### src/rtl/data_assembly_register.sv
// ---------------------------------------------------------------------------
// data_assembly_register
//
// Purpose:
//   Assembles a WIDTH-bit word from a stream of LANE-bit lanes delivered over
//   a valid/ready handshake. A transfer collects a programmed number of lanes
//   (1..LANES), places them in little- or big-endian lane order, sign- or
//   zero-extends the result to WIDTH bits and pulses Done for one cycle.
//   Sits between the memory read port and the register file / ALU operand
//   path.
//
// Optional feature:
//   DR_LEGACY_FUNSEL_EN - when defined, adds ports E and FunSel that provide
//   the single-cycle operations of the older fixed data register while the
//   block is idle.
//
// Ports:
//   Clock    in   rising-edge clock
//   Reset    in   synchronous active-low reset
//   Start    in   begin a transfer (accepted only in IDLE)
//   Count    in   lanes to collect; 0 or >LANES means LANES
//   Order    in   0 = little-endian, 1 = big-endian lane order
//   Ext      in   0 = zero-extend, 1 = sign-extend
//   Abort    in   cancel the transfer in progress (COLLECT only)
//   InValid  in   lane I is valid
//   I        in   input lane
//   E        in   legacy operation enable      (DR_LEGACY_FUNSEL_EN only)
//   FunSel   in   legacy operation select      (DR_LEGACY_FUNSEL_EN only)
//   InReady  out  a lane is accepted this cycle when InValid=1
//   DROut    out  assembled word
//   Busy     out  high in COLLECT and EXTEND
//   Done     out  one-cycle completion pulse
// ---------------------------------------------------------------------------
module data_assembly_register #(
  parameter int WIDTH = 32,
  parameter int LANE  = 8,
  localparam int LANES = WIDTH / LANE,
  localparam int CW    = $clog2(LANES) + 1
) (
  input  logic             Clock,
  input  logic             Reset,
  input  logic             Start,
  input  logic [CW-1:0]    Count,
  input  logic             Order,
  input  logic             Ext,
  input  logic             Abort,
  input  logic             InValid,
  input  logic [LANE-1:0]  I,
`ifdef DR_LEGACY_FUNSEL_EN
  input  logic             E,
  input  logic [1:0]       FunSel,
`endif
  output logic             InReady,
  output logic [WIDTH-1:0] DROut,
  output logic             Busy,
  output logic             Done
);

  localparam logic [CW-1:0] CNT_ZERO  = {CW{1'b0}};
  localparam logic [CW-1:0] CNT_ONE   = {{(CW-1){1'b0}}, 1'b1};
  localparam logic [CW-1:0] CNT_LANES = CW'(LANES);

  typedef enum logic [1:0] {
    ST_IDLE    = 2'b00,
    ST_COLLECT = 2'b01,
    ST_EXTEND  = 2'b10
  } state_t;

  state_t           state_q, state_d;
  logic [WIDTH-1:0] dr_q, dr_d;
  logic [CW-1:0]    cnt_q, cnt_d;      // lanes accepted so far (k)
  logic [CW-1:0]    n_q, n_d;          // lanes to collect (N), already normalised
  logic             order_q, order_d;
  logic             ext_q, ext_d;
  logic             done_q, done_d;

  logic [CW-1:0]    count_norm_s;
  logic [WIDTH-1:0] lane_word_s;
  logic [WIDTH-1:0] ext_word_s;

  // Write lane into slot k, leaving every other lane untouched.
  function automatic logic [WIDTH-1:0] place_lane(
    input logic [WIDTH-1:0] w,
    input logic [CW-1:0]    k,
    input logic [LANE-1:0]  lane
  );
    logic [WIDTH-1:0] res;
    res = w;
    for (int j = 0; j < LANES; j++) begin
      if (CW'(j) == k) begin
        res[j*LANE +: LANE] = lane;
      end else begin
        res[j*LANE +: LANE] = w[j*LANE +: LANE];
      end
    end
    return res;
  endfunction

  // Fill every lane at or above lane n with zeros or copies of the top bit
  // of lane n-1. With n == LANES nothing is filled and the word is unchanged.
  function automatic logic [WIDTH-1:0] extend_word(
    input logic [WIDTH-1:0] w,
    input logic [CW-1:0]    n,
    input logic             sx
  );
    logic [WIDTH-1:0] res;
    logic             fill;
    res  = w;
    fill = 1'b0;
    for (int j = 0; j < LANES; j++) begin
      if (CW'(j) == (n - CNT_ONE)) begin
        fill = sx & w[j*LANE + LANE - 1];
      end else begin
        fill = fill;
      end
    end
    for (int j = 0; j < LANES; j++) begin
      if (CW'(j) >= n) begin
        res[j*LANE +: LANE] = {LANE{fill}};
      end else begin
        res[j*LANE +: LANE] = w[j*LANE +: LANE];
      end
    end
    return res;
  endfunction

  // Normalise the requested lane count: 0 or anything above LANES means LANES.
  always_comb begin
    count_norm_s = Count;
    if ((Count == CNT_ZERO) || (Count > CNT_LANES)) begin
      count_norm_s = CNT_LANES;
    end else begin
      count_norm_s = Count;
    end
  end

  // Candidate word after accepting the current lane in the latched order.
  always_comb begin
    lane_word_s = dr_q;
    if (order_q) begin
      lane_word_s = {dr_q[WIDTH-LANE-1:0], I};
    end else begin
      lane_word_s = place_lane(dr_q, cnt_q, I);
    end
  end

  // Word after the extension step of the transfer.
  always_comb begin
    ext_word_s = extend_word(dr_q, n_q, ext_q);
  end

  // Next-state and datapath decode.
  always_comb begin
    state_d = state_q;
    dr_d    = dr_q;
    cnt_d   = cnt_q;
    n_d     = n_q;
    order_d = order_q;
    ext_d   = ext_q;
    done_d  = 1'b0;

    case (state_q)
      ST_IDLE: begin
        if (Start) begin
          // Start wins over Abort and any legacy operation in IDLE.
          state_d = ST_COLLECT;
          dr_d    = {WIDTH{1'b0}};
          cnt_d   = CNT_ZERO;
          n_d     = count_norm_s;
          order_d = Order;
          ext_d   = Ext;
        end
`ifdef DR_LEGACY_FUNSEL_EN
        else if (E) begin
          case (FunSel)
            2'b00:   dr_d = {{(WIDTH-LANE){I[LANE-1]}}, I};
            2'b01:   dr_d = {{(WIDTH-LANE){1'b0}}, I};
            2'b10:   dr_d = {dr_q[WIDTH-LANE-1:0], I};
            2'b11:   dr_d = {I, dr_q[WIDTH-1:LANE]};
            default: dr_d = dr_q;
          endcase
        end
`endif
        else begin
          state_d = ST_IDLE;
        end
      end

      ST_COLLECT: begin
        if (Abort) begin
          // Partial contents stay visible; the lane on the bus is dropped.
          state_d = ST_IDLE;
        end else if (InValid) begin
          dr_d  = lane_word_s;
          cnt_d = cnt_q + CNT_ONE;
          if ((cnt_q + CNT_ONE) == n_q) begin
            state_d = ST_EXTEND;
          end else begin
            state_d = ST_COLLECT;
          end
        end else begin
          state_d = ST_COLLECT;
        end
      end

      ST_EXTEND: begin
        dr_d    = ext_word_s;
        state_d = ST_IDLE;
        done_d  = 1'b1;
      end

      default: begin
        state_d = ST_IDLE;
        dr_d    = {WIDTH{1'b0}};
        cnt_d   = CNT_ZERO;
      end
    endcase
  end

  // State and datapath registers with synchronous active-low reset.
  always_ff @(posedge Clock) begin
    if (!Reset) begin
      state_q <= ST_IDLE;
      dr_q    <= {WIDTH{1'b0}};
      cnt_q   <= CNT_ZERO;
      n_q     <= CNT_LANES;
      order_q <= 1'b0;
      ext_q   <= 1'b0;
      done_q  <= 1'b0;
    end else begin
      state_q <= state_d;
      dr_q    <= dr_d;
      cnt_q   <= cnt_d;
      n_q     <= n_d;
      order_q <= order_d;
      ext_q   <= ext_d;
      done_q  <= done_d;
    end
  end

  // Outputs decoded only from registered state, no input-to-output paths.
  always_comb begin
    InReady = (state_q == ST_COLLECT);
    Busy    = (state_q == ST_COLLECT) || (state_q == ST_EXTEND);
    Done    = done_q;
    DROut   = dr_q;
  end

endmodule

### config.mk
export PLATFORM = sky130hd
export DESIGN_NAME = data_assembly_register
export DESIGN_NICKNAME = d
export VERILOG_FILES = /design/src/rtl/data_assembly_register.sv
export SDC_FILE = /design/constraint.sdc
export NUM_CORES = 1
export LEC_CHECK = 0
export BUFFER_PORTS_ARGS = -buffer_cell sky130_fd_sc_hd__buf_2
export CORE_MARGIN = 3
export CORE_UTILIZATION = 37
export DETAILED_ROUTE_END_ITERATION = 10
export PLACE_DENSITY = 0.62
export SKIP_CTS_REPAIR_TIMING = 1
export SLEW_MARGIN = 20
export SYNTH_ARGS = -nofsm -noshare
export SYNTH_HDL_FRONTEND = slang
export SYNTH_SLANG_ARGS = --single-unit
### constraint.sdc
create_clock -name Clock -period 2.1 [get_ports Clock]
set_input_delay 0.42 -clock Clock [delete_from_list [all_inputs] [get_ports Clock]]
set_output_delay 0.42 -clock Clock [all_outputs]
set_load 0.01 [all_outputs]
# Word-level counts from Yosys, hierarchy flattened
# Cells that the tools add are included.
# W data, S select, Z words.
[totals]
regBits = 43
inputBits = 18
wordCells = 82
[op_classes]
add_sub_neg = 2
magnitude_cmp = 5
n_eq_ne = 20
mux = 28
bitwise_logic = 5
reduce_logical = 12
[ops]
columns = ["operator", "count"]
rows = [
  ["$mux W32", 4],
  ["$pmux W32 S3", 1],
  ["$mux W8", 8],
  ["$reduce_and A5 Y1", 4],
  ["$ne A2 B2 Y1 const B", 7],
  ["$eq A2 B3 Y1 const A", 4],
  ["$mux W3", 4],
  ["$ne A3 B1 Y1 const B", 4],
  ["$logic_not A3 Y1", 3],
  ["$pmux W3 S3", 1],
  ["$eq A1 B3 Y1 const A", 2],
  ["$ge A1 B3 Y1 const A", 2],
  ["$ge A2 B3 Y1 const A", 2],
  ["$mux W1", 6],
  ["$mux W2", 3],
  ["$and A1 B1 Y1", 4],
  ["$pmux W2 S2", 1],
  ["$reduce_and A4 Y1", 1],
  ["$add A3 B1 Y3 const B", 1],
  ["$eq A3 B3 Y1", 1],
  ["$gt A3 B3 Y1 const B", 1],
  ["$sub A3 B1 Y3 const B", 1],
  ["$eq A2 B1 Y1 const B", 1],
  ["$eq A2 B2 Y1 const B", 1],
  ["4 further kinds", 5],
]

# Longest topological paths before layout
[logic_depth]
depth_word = 8
mapped_depth = 9
depth_no_buf = 7

# Worst setup path before layout
# OpenSTA, ideal clock, no wires.
[synth_path]
path_type = "register to register"
start = "reg state_q[0]"
end = "reg dr_q[5], in the netlist DROut[5]"
t_arrival_ns = 1.618
required_ns = 1.974
setup_slack_ns = 0.356
stages_incl_launch_ff = 9
n_path_buf = 1
period_less_slack_ns = 1.744
cell_sequence = "dfxtp_1 -> inv_1 -> ha_1 -> nor2b_1 -> a21oi_2 -> nand4_2 -> buf_2 -> a221oi_1 -> nor3b_1"
[synth_via]
elab_chain_len = 3
elab_cells_between_ends = 10
[synth_lines]
columns = ["item", "line", "text"]
rows = [
  ["from (decl)", "69", "state_t state_q, state_d;"],
  ["from (signal assigned)", "231", "state_q <= state_d;"],
  ["$eq A2 B1 Y1, or another cell as far along", "162", "case (state_q)"],
  ["$ne A3 B1 Y1 (no source line) or $ne A2 B2 Y1 (tied branches)", "n/a", ""],
  ["$reduce_and A5 Y1 (no source line)", "n/a", ""],
  ["to (signal assigned)", "224", "dr_q <= {WIDTH{1'b0}};"],
  ["to (signal assigned)", "232", "dr_q <= dr_d;"],
  ["to (decl)", "70", "logic [WIDTH-1:0] dr_q, dr_d;"],
]
# Several ways; a longest one is shown, not always the timed one.
# A chain may end at the register's enable or synchronous reset.

# Worst setup path after layout
[layout_path]
start = "reg state_q[0]"
end = "reg dr_q[7], in the netlist DROut[7]"
# The elaborated chain is that of the path after synthesis.

==> flow_results.xml <==
<?xml version="1.0" encoding="UTF-8"?>
<metrics>
  <group name="yosys">
    <metric name="synth_seq_area_share" unit="">0.362</metric>
    <metric name="synth.net_count" unit="">310</metric>
    <metric name="synth.ff_latch_count" unit="">43</metric>
    <metric name="syn-mean-instance-area" unit="µm²">8.41</metric>
    <metric name="synth_area" unit="µm²">2380</metric>
    <metric name="post_synth_inst_count" unit="">283</metric>
    <metric name="synth_largest_area_cell" unit="">dfxtp_1</metric>
    <metric name="synth_largest_type_area_fraction" unit="">0.362</metric>
    <metric name="synth_cell_types" unit="">41</metric>
    <metric name="synthTopCellsByArea" unit="">dfxtp_1, nor2b_1, a21oi_1</metric>
    <metric name="number_of_warnings_issued_by_yosys" unit="">0</metric>
  </group>
  <group name="floorplanning">
    <metric name="die-width" unit="µm">86.2</metric>
    <metric name="die_y" unit="µm">86.2</metric>
    <metric name="core_area" unit="µm²">6060</metric>
    <metric name="dieArea" unit="µm²">7430</metric>
    <metric name="floorplan.initialDensity" unit="">0.393</metric>
    <metric name="fp-row-count" unit="">28</metric>
    <metric name="io-pin-count" unit="">53</metric>
  </group>
  <group name="layout">
    <metric name="final_cell_mix" unit="">buf_2, dfxtp_1, a21oi_1, nor2b_1, nand2_1</metric>
    <metric name="finalNonFillerCells" unit="">408</metric>
    <metric name="n_antenna_cell" unit="">0</metric>
    <metric name="drive_gt1_frac" unit="">0.225</metric>
    <metric name="fillerInstances" unit="">596</metric>
    <metric name="syn_to_final_growth" unit="%">17.7</metric>
    <metric name="finish.net_count" unit="">359</metric>
    <metric name="layout_commonest_cell" unit="">buf_2</metric>
  </group>
  <group name="placed_design">
    <metric name="dp_worst_setup_slack" unit="ps">208</metric>
    <metric name="portBuffers" unit="">52</metric>
    <metric name="place_congestion" unit="">0.783</metric>
    <metric name="dp_hpwl" unit="µm">4280</metric>
    <metric name="number_of_placed_instances_with_taps_included" unit="">400</metric>
  </group>
  <group name="grt">
    <metric name="grt.overflow.total" unit="">0</metric>
    <metric name="grt_max_degree" unit="">35</metric>
    <metric name="gr-usage-all-layers" unit="">0.165</metric>
    <metric name="antenna_found_initial" unit="">0</metric>
    <metric name="grt_first_pass_wirelength" unit="µm">9930</metric>
    <metric name="grt_pass1_vias" unit="">1986</metric>
  </group>
  <group name="power_and_ir_drop">
    <metric name="cellPowerDensity" unit="nW/µm²">582</metric>
    <metric name="vdd_ir_drop_max" unit="mV">0.236</metric>
    <metric name="power_switching_share" unit="">0.289</metric>
    <metric name="power.net_switching" unit="mW">0.471</metric>
    <metric name="power.internal" unit="mW">1.16</metric>
    <metric name="power.static_leakage" unit="nW">1.12</metric>
    <metric name="p_comb_frac" unit="">0.154</metric>
    <metric name="p_seq_frac" unit="">0.519</metric>
    <metric name="clockPowerShare" unit="">0.328</metric>
    <metric name="totalPowerFinal" unit="mW">1.63</metric>
  </group>
  <group name="setup_path">
    <metric name="critical_path.max_fanout" unit="">8</metric>
    <metric name="cp_data_required_time" unit="ps">2320</metric>
    <metric name="worst_setup_path_start_kind" unit="">flop</metric>
    <metric name="cp-end-kind" unit="">flop</metric>
    <metric name="cp_data_arrival_time" unit="ps">2130</metric>
    <metric name="kind_of_critical_path" unit="">reg2reg</metric>
  </group>
  <group name="timing">
    <metric name="timing.clock.skew" unit="ps">9.08</metric>
    <metric name="max-slew-margin-rel" unit="">0.576</metric>
    <metric name="finalCriticalPeriod" unit="ps">1920</metric>
    <metric name="grt_setup_unrepaired" unit="">false</metric>
    <metric name="worst_pin_slew" unit="ps">633</metric>
    <metric name="finalHoldViolCount" unit="">0</metric>
    <metric name="final_min_period_over_clock_period" unit="">0.912</metric>
    <metric name="final_critical_path_setup_slack" unit="ps">185</metric>
    <metric name="fmax" unit="GHz">0.522</metric>
    <metric name="setup_total_negative_slack" unit="ps">0</metric>
    <metric name="finalMaxSlewViolations" unit="">0</metric>
    <metric name="setup-violations-final" unit="">0</metric>
  </group>
  <group name="clock_network">
    <metric name="ctsHtreeMaxLevel" unit="">2</metric>
    <metric name="ctsRootBufferMaster" unit="">clkbuf_8</metric>
    <metric name="tritoncts_clock_tree" unit="">yes</metric>
    <metric name="clk-insertion-delay-late" unit="ps">300</metric>
    <metric name="worst_setup_hold_path_clk_slew" unit="ps">80</metric>
    <metric name="tritoncts_num_sinks" unit="">43</metric>
    <metric name="cts_made_buffers" unit="">5</metric>
    <metric name="ctsLongestPathBuffers" unit="">2</metric>
  </group>
  <group name="detailed_routing">
    <metric name="post_drt_wl_per_cell" unit="µm">14.6</metric>
    <metric name="route.detailed.drc" unit="">0</metric>
    <metric name="detailedRoute.firstPassIterationCount" unit="">4</metric>
    <metric name="postRouteWirelength" unit="µm">5950</metric>
    <metric name="route.antenna.remaining_nets" unit="">0</metric>
    <metric name="detailroute.via_count" unit="">2161</metric>
    <metric name="first_iter_violations" unit="">114</metric>
    <metric name="via_per_inst" unit="">5.30</metric>
  </group>
  <group name="min_path">
    <metric name="hold_path.class" unit="">in2reg</metric>
  </group>
  <group name="outcome">
    <metric name="outcome" unit="">complete, no violations</metric>
  </group>
  <group name="run">
    <metric name="max-cap-violations" unit="">0</metric>
  </group>
</metrics>
-- per-stage QoR --
step | util | hold WS, ps | area, µm²
after detailed placement | 0.447 | 467 | 2710
after floorplan | - | 452 | 2380
final | 0.462 | 380 | 2800
after CTS | 0.461 | 371 | 2790
after global routing | 0.462 | 386 | 2800
after global placement | 0.447 | 459 | 2710
-- cell families (layout without fill, tap and decap cells) --
| group | count (synthesis) | after routing | share of synthesized area |
|---|---|---|---|
| buffers and inverters | 24 | 74 | 0.0447 |
| xor gates and xnor gates | 3 | 3 | 0.0110 |
| and+or+nand+nor | 101 | 101 | 0.246 |
| adders and majority gates | 9 | 9 | 0.0473 |
| DFF | 43 | 43 | 0.362 |
| AOI/OAI and AO/OA | 103 | 103 | 0.289 |
-- worst max-delay path, stage by stage, from the launching register on --
cell and delay (ps):
dfxtp_1 340, inv_1 60, ha_1 230, nor2b_1 170, a211oi_2 320, and4_1 450, a21oi_1 70, nor3b_1 190
-- Yosys cell counts (all sizes together) --
| library cell | n |
|---|---|
| and3 | 1 |
| a221oi | 8 |
| nand4 | 2 |
| nand2 | 30 |
| ha | 9 |
| nor2b | 30 |
| xor2 | 2 |
| or2 | 1 |
| a211oi | 1 |
| a41o | 1 |
| clkbuf | 8 |
| nor2 | 1 |
| a22oi | 1 |
| xnor2 | 1 |
| nand3 | 4 |
| o211a | 2 |
| and4 | 1 |
| dfxtp | 43 |
| inv | 7 |
| nand3b | 5 |
| and2 | 10 |
| nor3b | 11 |
| a21oi | 35 |
| a21boi | 17 |
| o21a | 8 |
| o211ai | 11 |
| buf | 9 |
| o21ai | 17 |
| a21o | 2 |
| nand2b | 5 |
-- power by group through the flow --
stage / Clock (mW) / Sequential (mW) / Combinational (mW)
after floorplan: 0 / 0.860 / 0.174
after global placement: 0 / 0.864 / 0.247
after detailed placement: 0 / 0.864 / 0.247
after CTS: 0.545 / 0.845 / 0.248
after global routing: 0.579 / 0.848 / 0.280
final: 0.534 / 0.845 / 0.251
-- metal layers --
metal  GRT usage  wire length (µm)  up-vias  part of all wire
met4      0.0425                67        0             0.011
met3      0.0333               287        7             0.048
met5           0                 0        -                 0
li1            -                 -     1101                 -
met2       0.242              2510       46              0.42
met1       0.244              3080     1007              0.52
-- final cells by class --
class	count	area [µm²]	area share
clock inverter	2	12.5	0.00447
inverter	7	26.3	0.00938
sequential	43	861	0.307
multi-input combinational	216	1420	0.508
clock buffer	6	72.6	0.0259
timing repair buffer	59	313	0.112
tap	75	93.8	0.0335
-- worst paths after layout --
check,slack (ps),startpoint,to,cells past startpoint
max,180,state_q[0]$_SDFF_PN0_,DROut[7]$_SDFFE_PN0P_,7
min,380,Abort,state_q[1]$_SDFF_PN0_,3
max reg2reg,180,state_q[0]$_SDFF_PN0_,DROut[7]$_SDFFE_PN0P_,7
min reg2reg,480,DROut[8]$_SDFFE_PN0P_,DROut[8]$_SDFFE_PN0P_,2
-- registers in the layout (all words and copies together), names as in the netlist --
name and flops:
DROut 32, Done 1, cnt_q 3, ext_q 1
n_q 3, order_q 1, state_q 2
Power figures use the tool's default switching activity.
